### config.mk
export PLATFORM = sky130hd
export DESIGN_NAME = seq_alu_core
export DESIGN_NICKNAME = d
export VERILOG_FILES = /design/src/rtl/seq_alu_core.sv
export SDC_FILE = /design/constraint.sdc
export NUM_CORES = 1
export LEC_CHECK = 0
export CAP_MARGIN = 25
export CELL_PAD_IN_SITES_DETAIL_PLACEMENT = 0
export CELL_PAD_IN_SITES_GLOBAL_PLACEMENT = 1
export CORE_ASPECT_RATIO = 1.5
export CORE_UTILIZATION = 45
export CTS_CLUSTER_DIAMETER = 50
export DETAILED_ROUTE_END_ITERATION = 16
export DONT_BUFFER_PORTS = 1
export PLACE_DENSITY_LB_ADDON = 0.25
export SYNTH_ARGS = -nofsm -noshare
export SYNTH_HDL_FRONTEND = slang
export SYNTH_SLANG_ARGS = --single-unit
### constraint.sdc
create_clock -name clk -period 2.9 [get_ports clk]
set_clock_uncertainty 0.2 [all_clocks]
set_input_delay 0.29 -clock clk [delete_from_list [all_inputs] [get_ports clk]]
set_output_delay 0.29 -clock clk [all_outputs]
set_load 0.01 [all_outputs]
### src/rtl/seq_alu_core.sv
// -----------------------------------------------------------------------------
// seq_alu_core
//
// Sequential unsigned ALU with valid/ready handshakes on both sides.
// ADD and SUB finish at the accept edge. MUL (shift-add) and DIV (restoring)
// iterate one bit per cycle for WIDTH cycles. DIV by zero finishes at the
// accept edge with flag_dbz set.
//
// Handshake: a request transfers on a rising edge where in_valid && in_ready.
// A result transfers on a rising edge where out_valid && out_ready. The
// producer must hold op/a/b stable while in_valid is high and in_ready is low.
// The block holds its result stable while out_valid is high and out_ready is
// low.
//
// Ports:
//   clk, rst_n            clock, asynchronous active-low reset
//   in_valid / in_ready   request handshake (in_ready only in IDLE)
//   op                    00 ADD, 01 SUB, 10 MUL, 11 DIV
//   a, b                  unsigned operands
//   out_valid / out_ready result handshake (out_valid only in DONE)
//   result_lo, result_hi  low/high result words
//   flag_carry            ADD carry, SUB borrow, MUL hi!=0, DIV 0
//   flag_zero             both result words are 0
//   flag_dbz              DIV issued with b==0
//   busy                  iterative operation in progress
//
// The FSM state is fully visible on the ports: in_ready = IDLE,
// busy = BUSY, out_valid = DONE.
// -----------------------------------------------------------------------------
module seq_alu_core #(
   parameter int WIDTH = 8
) (
   input  logic             clk,
   input  logic             rst_n,
   input  logic             in_valid,
   output logic             in_ready,
   input  logic [1:0]       op,
   input  logic [WIDTH-1:0] a,
   input  logic [WIDTH-1:0] b,
   output logic             out_valid,
   input  logic             out_ready,
   output logic [WIDTH-1:0] result_lo,
   output logic [WIDTH-1:0] result_hi,
   output logic             flag_carry,
   output logic             flag_zero,
   output logic             flag_dbz,
   output logic             busy
);

   localparam int CW = $clog2(WIDTH + 1);

   localparam logic [1:0] OP_ADD = 2'b00;
   localparam logic [1:0] OP_SUB = 2'b01;
   localparam logic [1:0] OP_MUL = 2'b10;
   localparam logic [1:0] OP_DIV = 2'b11;

   typedef enum logic [1:0] {
      S_IDLE = 2'd0,
      S_BUSY = 2'd1,
      S_DONE = 2'd2
   } state_t;

   state_t             state_q, state_d;
   logic [CW-1:0]      cnt_q, cnt_d;
   logic               is_div_q, is_div_d;
   // MUL: {upper accumulator, multiplier}; DIV: {remainder, quotient/dividend}
   logic [2*WIDTH-1:0] acc_q, acc_d;
   // MUL multiplicand or DIV divisor
   logic [WIDTH-1:0]   opb_q, opb_d;
   logic [WIDTH-1:0]   result_lo_q, result_lo_d;
   logic [WIDTH-1:0]   result_hi_q, result_hi_d;
   logic               carry_q, carry_d;
   logic               zero_q, zero_d;
   logic               dbz_q, dbz_d;
   logic               in_ready_q, in_ready_d;
   logic               out_valid_q, out_valid_d;
   logic               busy_q, busy_d;

   // Single-cycle datapath
   logic [WIDTH:0]     add_sum;
   logic [WIDTH-1:0]   sub_diff;

   // One shift-add multiply step
   logic [WIDTH:0]     mul_sum;
   logic [2*WIDTH-1:0] mul_next;

   // One restoring-divide step. The shifted remainder needs WIDTH+1 bits
   // because it can reach 2*b-1.
   logic [WIDTH:0]     div_sh;
   logic               div_borrow;
   logic [WIDTH-1:0]   div_diff;
   logic [WIDTH-1:0]   div_rem;
   logic [2*WIDTH-1:0] div_next;

   logic [2*WIDTH-1:0] step_next;
   logic               accept;

   always_comb begin
      add_sum  = {1'b0, a} + {1'b0, b};
      sub_diff = a - b;

      mul_sum  = {1'b0, acc_q[2*WIDTH-1:WIDTH]} +
                 (acc_q[0] ? {1'b0, opb_q} : {(WIDTH+1){1'b0}});
      mul_next = {mul_sum, acc_q[WIDTH-1:1]};

      div_sh     = {acc_q[2*WIDTH-1:WIDTH], acc_q[WIDTH-1]};
      div_borrow = (div_sh < {1'b0, opb_q});
      // When there is no borrow the true difference is below b, so the
      // truncated subtraction is exact.
      div_diff   = div_sh[WIDTH-1:0] - opb_q;
      div_rem    = div_borrow ? div_sh[WIDTH-1:0] : div_diff;
      div_next   = {div_rem, acc_q[WIDTH-2:0], ~div_borrow};

      step_next  = is_div_q ? div_next : mul_next;
      accept     = in_valid && in_ready_q;
   end

   always_comb begin
      state_d     = state_q;
      cnt_d       = cnt_q;
      is_div_d    = is_div_q;
      acc_d       = acc_q;
      opb_d       = opb_q;
      result_lo_d = result_lo_q;
      result_hi_d = result_hi_q;
      carry_d     = carry_q;
      zero_d      = zero_q;
      dbz_d       = dbz_q;

      case (state_q)
         S_IDLE: begin
            if (accept) begin
               case (op)
                  OP_ADD: begin
                     result_lo_d = add_sum[WIDTH-1:0];
                     result_hi_d = '0;
                     carry_d     = add_sum[WIDTH];
                     zero_d      = (add_sum[WIDTH-1:0] == '0);
                     dbz_d       = 1'b0;
                     state_d     = S_DONE;
                  end
                  OP_SUB: begin
                     result_lo_d = sub_diff;
                     result_hi_d = '0;
                     carry_d     = (a < b);
                     zero_d      = (sub_diff == '0);
                     dbz_d       = 1'b0;
                     state_d     = S_DONE;
                  end
                  OP_MUL: begin
                     acc_d    = {{WIDTH{1'b0}}, a};
                     opb_d    = b;
                     is_div_d = 1'b0;
                     cnt_d    = CW'(WIDTH);
                     state_d  = S_BUSY;
                  end
                  OP_DIV: begin
                     if (b == '0) begin
                        result_lo_d = '0;
                        result_hi_d = '0;
                        carry_d     = 1'b0;
                        zero_d      = 1'b1;
                        dbz_d       = 1'b1;
                        state_d     = S_DONE;
                     end else begin
                        acc_d    = {{WIDTH{1'b0}}, a};
                        opb_d    = b;
                        is_div_d = 1'b1;
                        cnt_d    = CW'(WIDTH);
                        state_d  = S_BUSY;
                     end
                  end
                  default: state_d = S_IDLE;
               endcase
            end
         end
         S_BUSY: begin
            acc_d = step_next;
            cnt_d = cnt_q - CW'(1);
            // Last step: register the result on the edge the counter hits 0
            if (cnt_q == CW'(1)) begin
               result_lo_d = step_next[WIDTH-1:0];
               result_hi_d = step_next[2*WIDTH-1:WIDTH];
               carry_d     = !is_div_q && (step_next[2*WIDTH-1:WIDTH] != '0);
               zero_d      = (step_next == '0);
               dbz_d       = 1'b0;
               state_d     = S_DONE;
            end
         end
         S_DONE: begin
            if (out_ready) begin
               state_d = S_IDLE;
            end
         end
         default: state_d = S_IDLE;
      endcase

      // Status outputs are registered copies of the next state
      in_ready_d  = (state_d == S_IDLE);
      out_valid_d = (state_d == S_DONE);
      busy_d      = (state_d == S_BUSY);
   end

   always_ff @(posedge clk or negedge rst_n) begin
      if (!rst_n) begin
         state_q     <= S_IDLE;
         cnt_q       <= '0;
         is_div_q    <= 1'b0;
         acc_q       <= '0;
         opb_q       <= '0;
         result_lo_q <= '0;
         result_hi_q <= '0;
         carry_q     <= 1'b0;
         zero_q      <= 1'b0;
         dbz_q       <= 1'b0;
         in_ready_q  <= 1'b0;
         out_valid_q <= 1'b0;
         busy_q      <= 1'b0;
      end else begin
         state_q     <= state_d;
         cnt_q       <= cnt_d;
         is_div_q    <= is_div_d;
         acc_q       <= acc_d;
         opb_q       <= opb_d;
         result_lo_q <= result_lo_d;
         result_hi_q <= result_hi_d;
         carry_q     <= carry_d;
         zero_q      <= zero_d;
         dbz_q       <= dbz_d;
         in_ready_q  <= in_ready_d;
         out_valid_q <= out_valid_d;
         busy_q      <= busy_d;
      end
   end

   assign in_ready   = in_ready_q;
   assign out_valid  = out_valid_q;
   assign busy       = busy_q;
   assign result_lo  = result_lo_q;
   assign result_hi  = result_hi_q;
   assign flag_carry = carry_q;
   assign flag_zero  = zero_q;
   assign flag_dbz   = dbz_q;

endmodule

### Word-level counts from Yosys, hierarchy flattened

Cells that the tools add are included.

* register bits: 53
* word-level logic and storage cells: 99

* add/sub/neg operators: 5
* $lt $le $gt $ge: 2
* equal/unequal tests: 16
* muxes and demuxes: 44
* bitwise operators: 1
* reduce and logical (&&, ||, !) cells: 18

Operators with widths (number)
* $mux 8: 8
* $pmux 16 s2: 2
* $pmux 8 s2: 4
* $mux 16: 3
* $logic_not 8->1: 3
* $pmux 8 s3: 1
* $add 8x8->9: 2
* $logic_not 16->1: 1
* $pmux 4 s2: 2
* $sub 8x8->8: 2
* $pmux 2 s3: 2
* $pmux 1 s2: 5
* $reduce_and 5->1: 2
* $lt 9x8->1: 1
* $mux 1: 9
* $eq 2x2->1 const B: 4
* $lt 8x8->1: 1
* $mux 2: 4
* $mux 4: 2
* $reduce_and 4->1: 2
* $reduce_bool 8->1: 1
* $eq 2x1->1 const B: 3
* $logic_not 2->1: 3
* $ne 2x2->1 const B: 3
* 12 further kinds: 16

### Longest topological paths before layout

Gate-level depths: netlist of the first run.

* depth in word-level cells: 7
* mapped depth: 13
* gate-level depth less buffers: 12

### Worst setup path before layout of the first run

Ideal clock, no wire load.

* path type: register to register
* start point: register acc_q[0]
* end point: register carry_q, in the netlist flag_carry
* arrival time: 2.418 ns
* data required time: 2.562 ns
* path slack: 0.144 ns
* cell stages (with the launch flop): 14
* clock period less this slack: 2.756 ns
* cell sequence: dfrtp_1 > clkbuf_1 > and2_1 > ha_1 > inv_1 > fa_1 > nor2b_1 > o31a_1 > o22ai_2 > xnor2_1 > mux2i_4 > nand4_1 > nor4b_2 > o211ai_1

* longest elaborated chain between the ends: 7

Ends and longest elaborated chain
* start: declaration: line 67 `logic [2*WIDTH-1:0] acc_q, acc_d;`
* start signal: assignment: line 209 `acc_q <= '0;`
* start signal: assignment: line 223 `acc_q <= acc_d;`
* $mux 8: line 103 `(acc_q[0] ? {1'b0, opb_q} : {(WIDTH+1){1'b0}});`
* $add 8x8->9: line 102 `mul_sum = {1'b0, acc_q[2*WIDTH-1:WIDTH]} +`
* $mux 16: line 114 `step_next = is_div_q ? div_next : mul_next;`
* $reduce_bool 8->1: line 184 `carry_d = !is_div_q && (step_next[2*WIDTH-1:WIDTH] != '0);`
* $logic_and 1x1->1: line 184
* $mux 1: line 181 `if (cnt_q == CW'(1)) begin`
* $pmux 1 s2: line 130 `case (state_q)`
* end signal: assignment: line 227 `carry_q <= carry_d;`
* end: declaration: line 72 `logic carry_q, carry_d;`

Every way passes these cells. The select of a mux whose other input is x is not followed.
A chain may end at the register's enable or synchronous reset.

### Final worst setup path of the first run

Same ends and word-level chain as after synthesis.

==> results of run 1 <==
-- worst register-to-register path, stage by stage, from the launching register on --
cell      delay (ps)
dfrtp_1          390
and2_1           140
ha_2             170
inv_1             50
fa_2             360
nor2b_2          140
o31a_1           200
o22ai_2          100
xnor2_2          160
mux2i_4          160
nand4_1          160
nor4b_4          330
o211ai_1         110
-- timing repair --
| item | CTS | global route |
|---|---|---|
| hold buffers | 9 | 0 |
| buffers inserted | 0 | 2 |
| resized for setup | 0 | 8 |
| setup endpoints to repair | 0 | 3 |
| endpoints found under the hold margin | 60 | 0 |
-- through the flow --
stage | hold slack, ps | setup TNS [ps] | setup WS [ps]
2_1_floorplan | -206 | 0 | 144
3_3_place_gp | -204 | 0 | 133
3_5_place_dp | -203 | 0 | 55.0
4_1_cts | 0.844 | 0 | 24.2
5_1_grt | 8.50 | -61.9 | -46.0
6_report | -0.862 | 0 | 98.3
-- per-layer routing --
metal	track usage [%]	vias up	wire, um
met5	0	-	0
met4	17.5	0	780
met3	3.22	40	363
met2	44.6	95	5980
met1	29.5	1680	4500
li1	-	1709	-
-- kinds of logic after synthesis --
logic type,synth area share (%)
AO/OA/AOI/OAI,25.9
adder cells (fa/ha/maj),12.3
AND/OR/NAND/NOR,17.9
buffers and inverters,5.22
flip-flops,32.2
multiplexers,2.10
XOR/XNOR,4.47
-- power by group through the flow --
| stage | combinational (W) | clock, W | sequential [W] |
|---|---|---|---|
| finish | 0.00309 | 0.000601 | 0.00145 |
| global route | 0.00339 | 0.000634 | 0.00150 |
| CTS | 0.00299 | 0.000611 | 0.00145 |
| detailed placement | 0.00295 | 0 | 0.00146 |
| global placement | 0.00292 | 0 | 0.00146 |
| floorplan | 0.00217 | 0 | 0.00135 |
-- state kept, by name, indices dropped and copies added (netlist names) --
name        flops
cnt_q           4
flag_carry      1
result_lo       8
result_hi       8
opb_q           8
is_div_q        1
state_q         2
acc_q          16
busy            1
flag_zero       1
flag_dbz        1
out_valid       1
in_ready        1
-- synthesized netlist by cell type, types with 4 or more instances --
cell type and n:
clkbuf_1 11, and2_1 11, a21o_1 5, dfrtp_1 53, o21bai_1 6, inv_1 33, a221oi_1 4, nand3_1 8
xnor2_1 17, o21a_1 5, nor3_1 7, a211oi_1 6, a22oi_1 13, nor2_1 26, buf_2 7, ha_1 34
a21oi_1 18, nand2_1 40, o21ai_0 43, nand2b_1 11, o22ai_1 5, nor2b_1 7, fa_1 4, a22o_1 7
o221ai_1 4, xor2_1 4
-- area by class of cell --
class                           instances  area (um^2)  area share, %
Sequential cell                        53         1330           28.7
Multi-Input combinational cell        355         2620           56.7
Inverter                               33          124           2.68
Clock inverter                          2         13.8          0.298
Timing Repair Buffer                   31          273           5.90
Clock buffer                            6          129           2.79
Tap cell                              110          138           2.98
-- how the worst max path moves through the flow --
stage,from,endpoint,slack (ps),depth (start not counted)
floorplan,acc_q[0]$_DFFE_PN0P_,flag_carry$_DFFE_PN0P_,140,13
global placement,acc_q[0]$_DFFE_PN0P_,flag_carry$_DFFE_PN0P_,130,12
detailed placement,acc_q[0]$_DFFE_PN0P_,flag_carry$_DFFE_PN0P_,60,12
CTS,acc_q[0]$_DFFE_PN0P_,flag_carry$_DFFE_PN0P_,20,12
global route,acc_q[0]$_DFFE_PN0P_,flag_carry$_DFFE_PN0P_,-50,12
finish,acc_q[0]$_DFFE_PN0P_,flag_carry$_DFFE_PN0P_,100,12
==> flow_metrics.py, run 1 <==
metrics = {
    "floorplan": {
        "start_util_pct": 46.7,
        "die_w_um": 80.1,
        "fp-row-count": 42,
        "io_pins": 44,
        "die_area_um2": 9550,
        "core_um2": 8830,
        "die-height_um": 119,
    },
    "critical_path": {
        "path_class": "register to register",
        "cp_num_buf_inv": 1,
        "max_stage_delay_ps": 390,
        "arrival_ps": 2770,
        "r2r_end": "flag_carry$_DFFE_PN0P_",
        "crit_chain": "and2_1, ha_2, inv_1, fa_2, nor2b_2, o31a_1, o22ai_2, xnor2_2, mux2i_4, nand4_1, nor4b_4, o211ai_1",
        "r2r_cells": 12,
        "endpoint_kind": "register",
        "regToRegSetupSlack_ps": 100,
        "cp_slowest_cell": "dfrtp_1",
        "rr_startpoint": "acc_q[0]$_DFFE_PN0P_",
        "cp.required_ps": 2870,
        "crit_fanout": 4,
        "cp-start-kind": "register",
        "cpLargestDelayFamily": "simple AND/OR/NAND/NOR gates",
    },
    "global_routing": {
        "grt_pass1_wl_um": 18600,
        "grt_max_degree": 54,
        "grt_overflow_total": 0,
        "grt_usage_pct": 26.0,
        "grt_pass1_vias": 3560,
        "antenna_found_initial": 0,
    },
    "power": {
        "ir_drop_mv": 0.443,
        "switching_share_pct": 47.1,
        "total_leakage_power_nw": 2.05,
        "p_per_area_nw_per_um2": 1110,
        "power_frac_seq_pct": 28.1,
        "clkPwrFrac_pct": 11.7,
        "power.total_w": 0.00513,
        "power_switching_w": 0.00242,
        "p_int_w": 0.00272,
        "comb_power_share_pct": 60.1,
    },
    "route": {
        "drt_iter0_markers": 155,
        "route.vias.total": 3524,
        "wl_um": 11600,
        "ant_nets": 0,
        "drc_errors": 0,
        "via_per_inst": 5.97,
        "drt_first_pass_iters": 4,
        "drt-wirelength-per-cell_um": 19.7,
    },
    "yosys": {
        "mappedNetlistNets": 521,
        "yosys_register_bits": 53,
        "synth_cells": 461,
        "syn_area_per_cell_um2": 8.93,
        "async_reset_ff_share_pct": 100,
        "yosys_warnings": 0,
        "synth_cell_type_count": 69,
        "synth_edf_count": 0,
        "yosysTopAreaCell": "dfrtp_1",
        "synthTopCellsByArea": "dfrtp_1 (32%), ha_1 (10%), o21ai_0 (5.2%)",
        "synth_top_area_share_pct": 32.2,
        "seq_area_frac_synth_pct": 32.2,
        "synth_ff_type": "dfrtp_1",
        "syn_area_um2": 4120,
    },
    "cts": {
        "h-tree-depth": 2,
        "insertion_delay_ps": 300,
        "clkSinkCount": 53,
        "clk_pin_slew_ps": 70,
        "tritoncts": "yes",
        "numCtsBuffers": 5,
        "clockBufferDepth": 2,
        "cts_root_buf": "clkbuf_16",
    },
    "layout": {
        "fin_util_pct": 52.4,
        "drive_above_1_share_pct": 13.8,
        "finalInstanceArea_um2": 4620,
        "final_common_cell": "dfrtp_1",
        "instances_no_fill": 590,
        "final.fill_count": 858,
        "antenna_cells": 0,
        "final_cell_mix": "dfrtp_1 (53), o21ai_0 (43), nand2_1 (39), inv_1 (33), ha_1 (32)",
        "final_nets": 539,
        "areaGrowthSynthToFinish_pct": 12.3,
    },
    "outcome": {
        "violations": "negative hold slack",
        "status": "finished with violations",
    },
    "timing": {
        "finalMaxSlewViolations": 0,
        "hold_viol": 2,
        "min_period_over_period_pct": 96.6,
        "period_needed_ps": 2800,
        "max_slew.worst_pin.slew_ps": 907,
        "hold_ws_ps": -0.862,
        "clock.fmax_mhz": 357,
        "rsz0062_at_grt": "true",
        "slew_headroom_pct": 39.3,
        "setup_violations": 0,
    },
    "worst_hold_path": {
        "hold_start": "a[5]",
        "holdPathStages": 2,
        "min_path_type": "input port to register",
        "hold_path_end": "acc_q[5]$_DFFE_PN0P_",
    },
    "placement": {
        "port_buffers": 0,
        "hpwl_um": 9260,
        "gp_congestion": 0.965,
        "postPlaceCellArea_um2": 4320,
        "dp.cells": 571,
    },
    "run": {
        "drv_cap": 0,
    },
}
Power figures use the tool's default switching activity.
==> run 2, diff against run 1 <==
CELL_PAD_IN_SITES_DETAIL_PLACEMENT = default   (was 0)
CELL_PAD_IN_SITES_GLOBAL_PLACEMENT = default   (was 1)
CORE_UTILIZATION = 50   (was 45)
==> flow_metrics.py, run 2 (synthesis gave the netlist of run 1 again) <==
metrics = {
    "timing": {
        "hold_viol": 0,
        "setup_violations": 2,
        "period_needed_ps": 2940,
        "rsz0062_at_grt": "true",
        "tns_ps": -46.6,
        "finalMaxSlewViolations": 0,
        "max_slew.worst_pin.slew_ps": 881,
        "slew_headroom_pct": 41.3,
        "min_period_over_period_pct": 101,
        "clock.fmax_mhz": 340,
        "timing.final.ws_setup_ps": -37.7,
    },
    "cts": {
        "h-tree-depth": 2,
        "insertion_delay_ps": 300,
        "cts_root_buf": "clkbuf_16",
        "clk_pin_slew_ps": 70,
        "clkSinkCount": 53,
        "numCtsBuffers": 5,
        "clockBufferDepth": 2,
        "tritoncts": "yes",
    },
    "layout": {
        "final.fill_count": 721,
        "final_common_cell": "dfrtp_1",
        "final_nets": 541,
        "largest_reg_flops": 16,
        "instances_no_fill": 587,
        "finalInstanceArea_um2": 4690,
        "antenna_cells": 0,
        "drive_above_1_share_pct": 16.0,
        "areaGrowthSynthToFinish_pct": 13.8,
        "final_cell_mix": "dfrtp_1 (53), o21ai_0 (43), nand2_1 (39), inv_1 (32), ha_1 (31)",
        "largest_register": "acc_q",
    },
    "floorplan": {
        "die_w_um": 76.1,
        "fp-row-count": 40,
        "io_pins": 44,
        "die_area_um2": 8610,
        "core_um2": 8010,
        "start_util_pct": 51.4,
        "die-height_um": 113,
    },
    "global_routing": {
        "grt_max_degree": 54,
        "grt_usage_pct": 29.7,
        "antenna_found_initial": 0,
        "grt_pass1_wl_um": 19500,
        "grt_overflow_total": 0,
        "grt_pass1_vias": 3821,
    },
    "placement": {
        "post-place-ws_ps": 16.2,
        "port_buffers": 0,
        "gp_congestion": 0.936,
        "dp.cells": 564,
        "hpwl_um": 9390,
        "postPlaceCellArea_um2": 4290,
    },
    "worst_hold_path": {
        "min_path_type": "input port to register",
    },
    "power": {
        "ir_drop_mv": 0.423,
        "p_per_area_nw_per_um2": 1130,
        "total_leakage_power_nw": 2.06,
    },
    "critical_path": {
        "crit_fanout": 9,
        "arrival_ps": 2900,
        "cp.required_ps": 2860,
        "endpoint_kind": "register",
        "path_class": "register to register",
        "cp-start-kind": "register",
    },
    "outcome": {
        "status": "finished with violations",
        "violations": "negative setup slack",
    },
    "route": {
        "drc_errors": 0,
        "ant_nets": 0,
        "drt_first_pass_iters": 5,
        "met2_wirelength_um": 6450,
        "wl_met1_um": 4300,
        "drt_iter0_markers": 257,
        "via_per_inst": 6.25,
        "wl_um": 12100,
        "route.vias.total": 3670,
        "routed.top_layer": "met4",
        "drt-wirelength-per-cell_um": 20.6,
        "wl_met3_um": 463,
    },
    "run": {
        "drv_cap": 0,
    },
}
## run 2: final timing paths
kind	startpoint	to	slack, ps	cells past startpoint
max	acc_q[0]$_DFFE_PN0P_	flag_carry$_DFFE_PN0P_	-40	11
min in group asynchronous	rst_n	result_lo[6]$_DFFE_PN0P_	370	2
min	a[6]	acc_q[6]$_DFFE_PN0P_	10	2
max in group asynchronous	rst_n	acc_q[10]$_DFFE_PN0P_	1900	2
max reg2reg	acc_q[0]$_DFFE_PN0P_	flag_carry$_DFFE_PN0P_	-40	11
min reg2reg	opb_q[2]$_DFFE_PN0P_	opb_q[2]$_DFFE_PN0P_	310	2
## run 2: area by class of cell
class,instances,area (um^2),area share (%)
multi-input combinational,355,2670,57.0
clock inverter,2,13.8,0.294
sequential,53,1330,28.3
tap,105,131,2.80
clock buffer,6,129,2.75
inverter,33,124,2.64
timing repair buffer,33,292,6.22
## run 2: critical path: stages (launching register included)
cell and delay (ps):
dfrtp_1 410, buf_6 150, and2_1 170, ha_4 240
nor2b_2 160, o31a_1 330, o22ai_2 200, xnor2_2 130
mux2i_4 170, nand4_1 170, nor4b_4 350, o211ai_1 130
## run 2: what timing repair did
| item | 4_1_cts | 5_1_grt |
|---|---|---|
| setup buffers | 0 | 6 |
| endpoints found under the hold margin | 60 | 0 |
| resized for setup | 1 | 19 |
| endpoints found under the setup margin | 2 | 3 |
| pin swaps | 0 | 14 |
| hold buffers | 9 | 0 |
## run 2: stage by stage
stage / hold WS [ps] / total power [W] / util (%)
floorplan: -206 / 0.00352 / -
global placement: -205 / 0.00433 / 53.6
detailed placement: -205 / 0.00440 / 53.6
CTS: 8.31 / 0.00507 / 56.9
global route: 17.6 / 0.00570 / 58.5
finish: 13.3 / 0.00531 / 58.5
## run 2: power by group
| part | leakage (nW) | internal (W) | total (W) | switching, W |
|---|---|---|---|---|
| logic | 1.32 | 0.00138 | 0.00323 | 0.00185 |
| registers | 0.673 | 0.00107 | 0.00148 | 0.000409 |
| clock network | 0.0712 | 0.000323 | 0.000603 | 0.000280 |
| total | 2.06 | 0.00277 | 0.00531 | 0.00254 |
## run 2: layer usage
| metal | vias to the layer above | global-route usage, % |
|---|---|---|
| met2 | 133 | 54.9 |
| met4 | 0 | 22.3 |
| met5 | - | 0 |
| li1 | 1710 | - |
| met1 | 1780 | 30.7 |
| met3 | 47 | 3.55 |
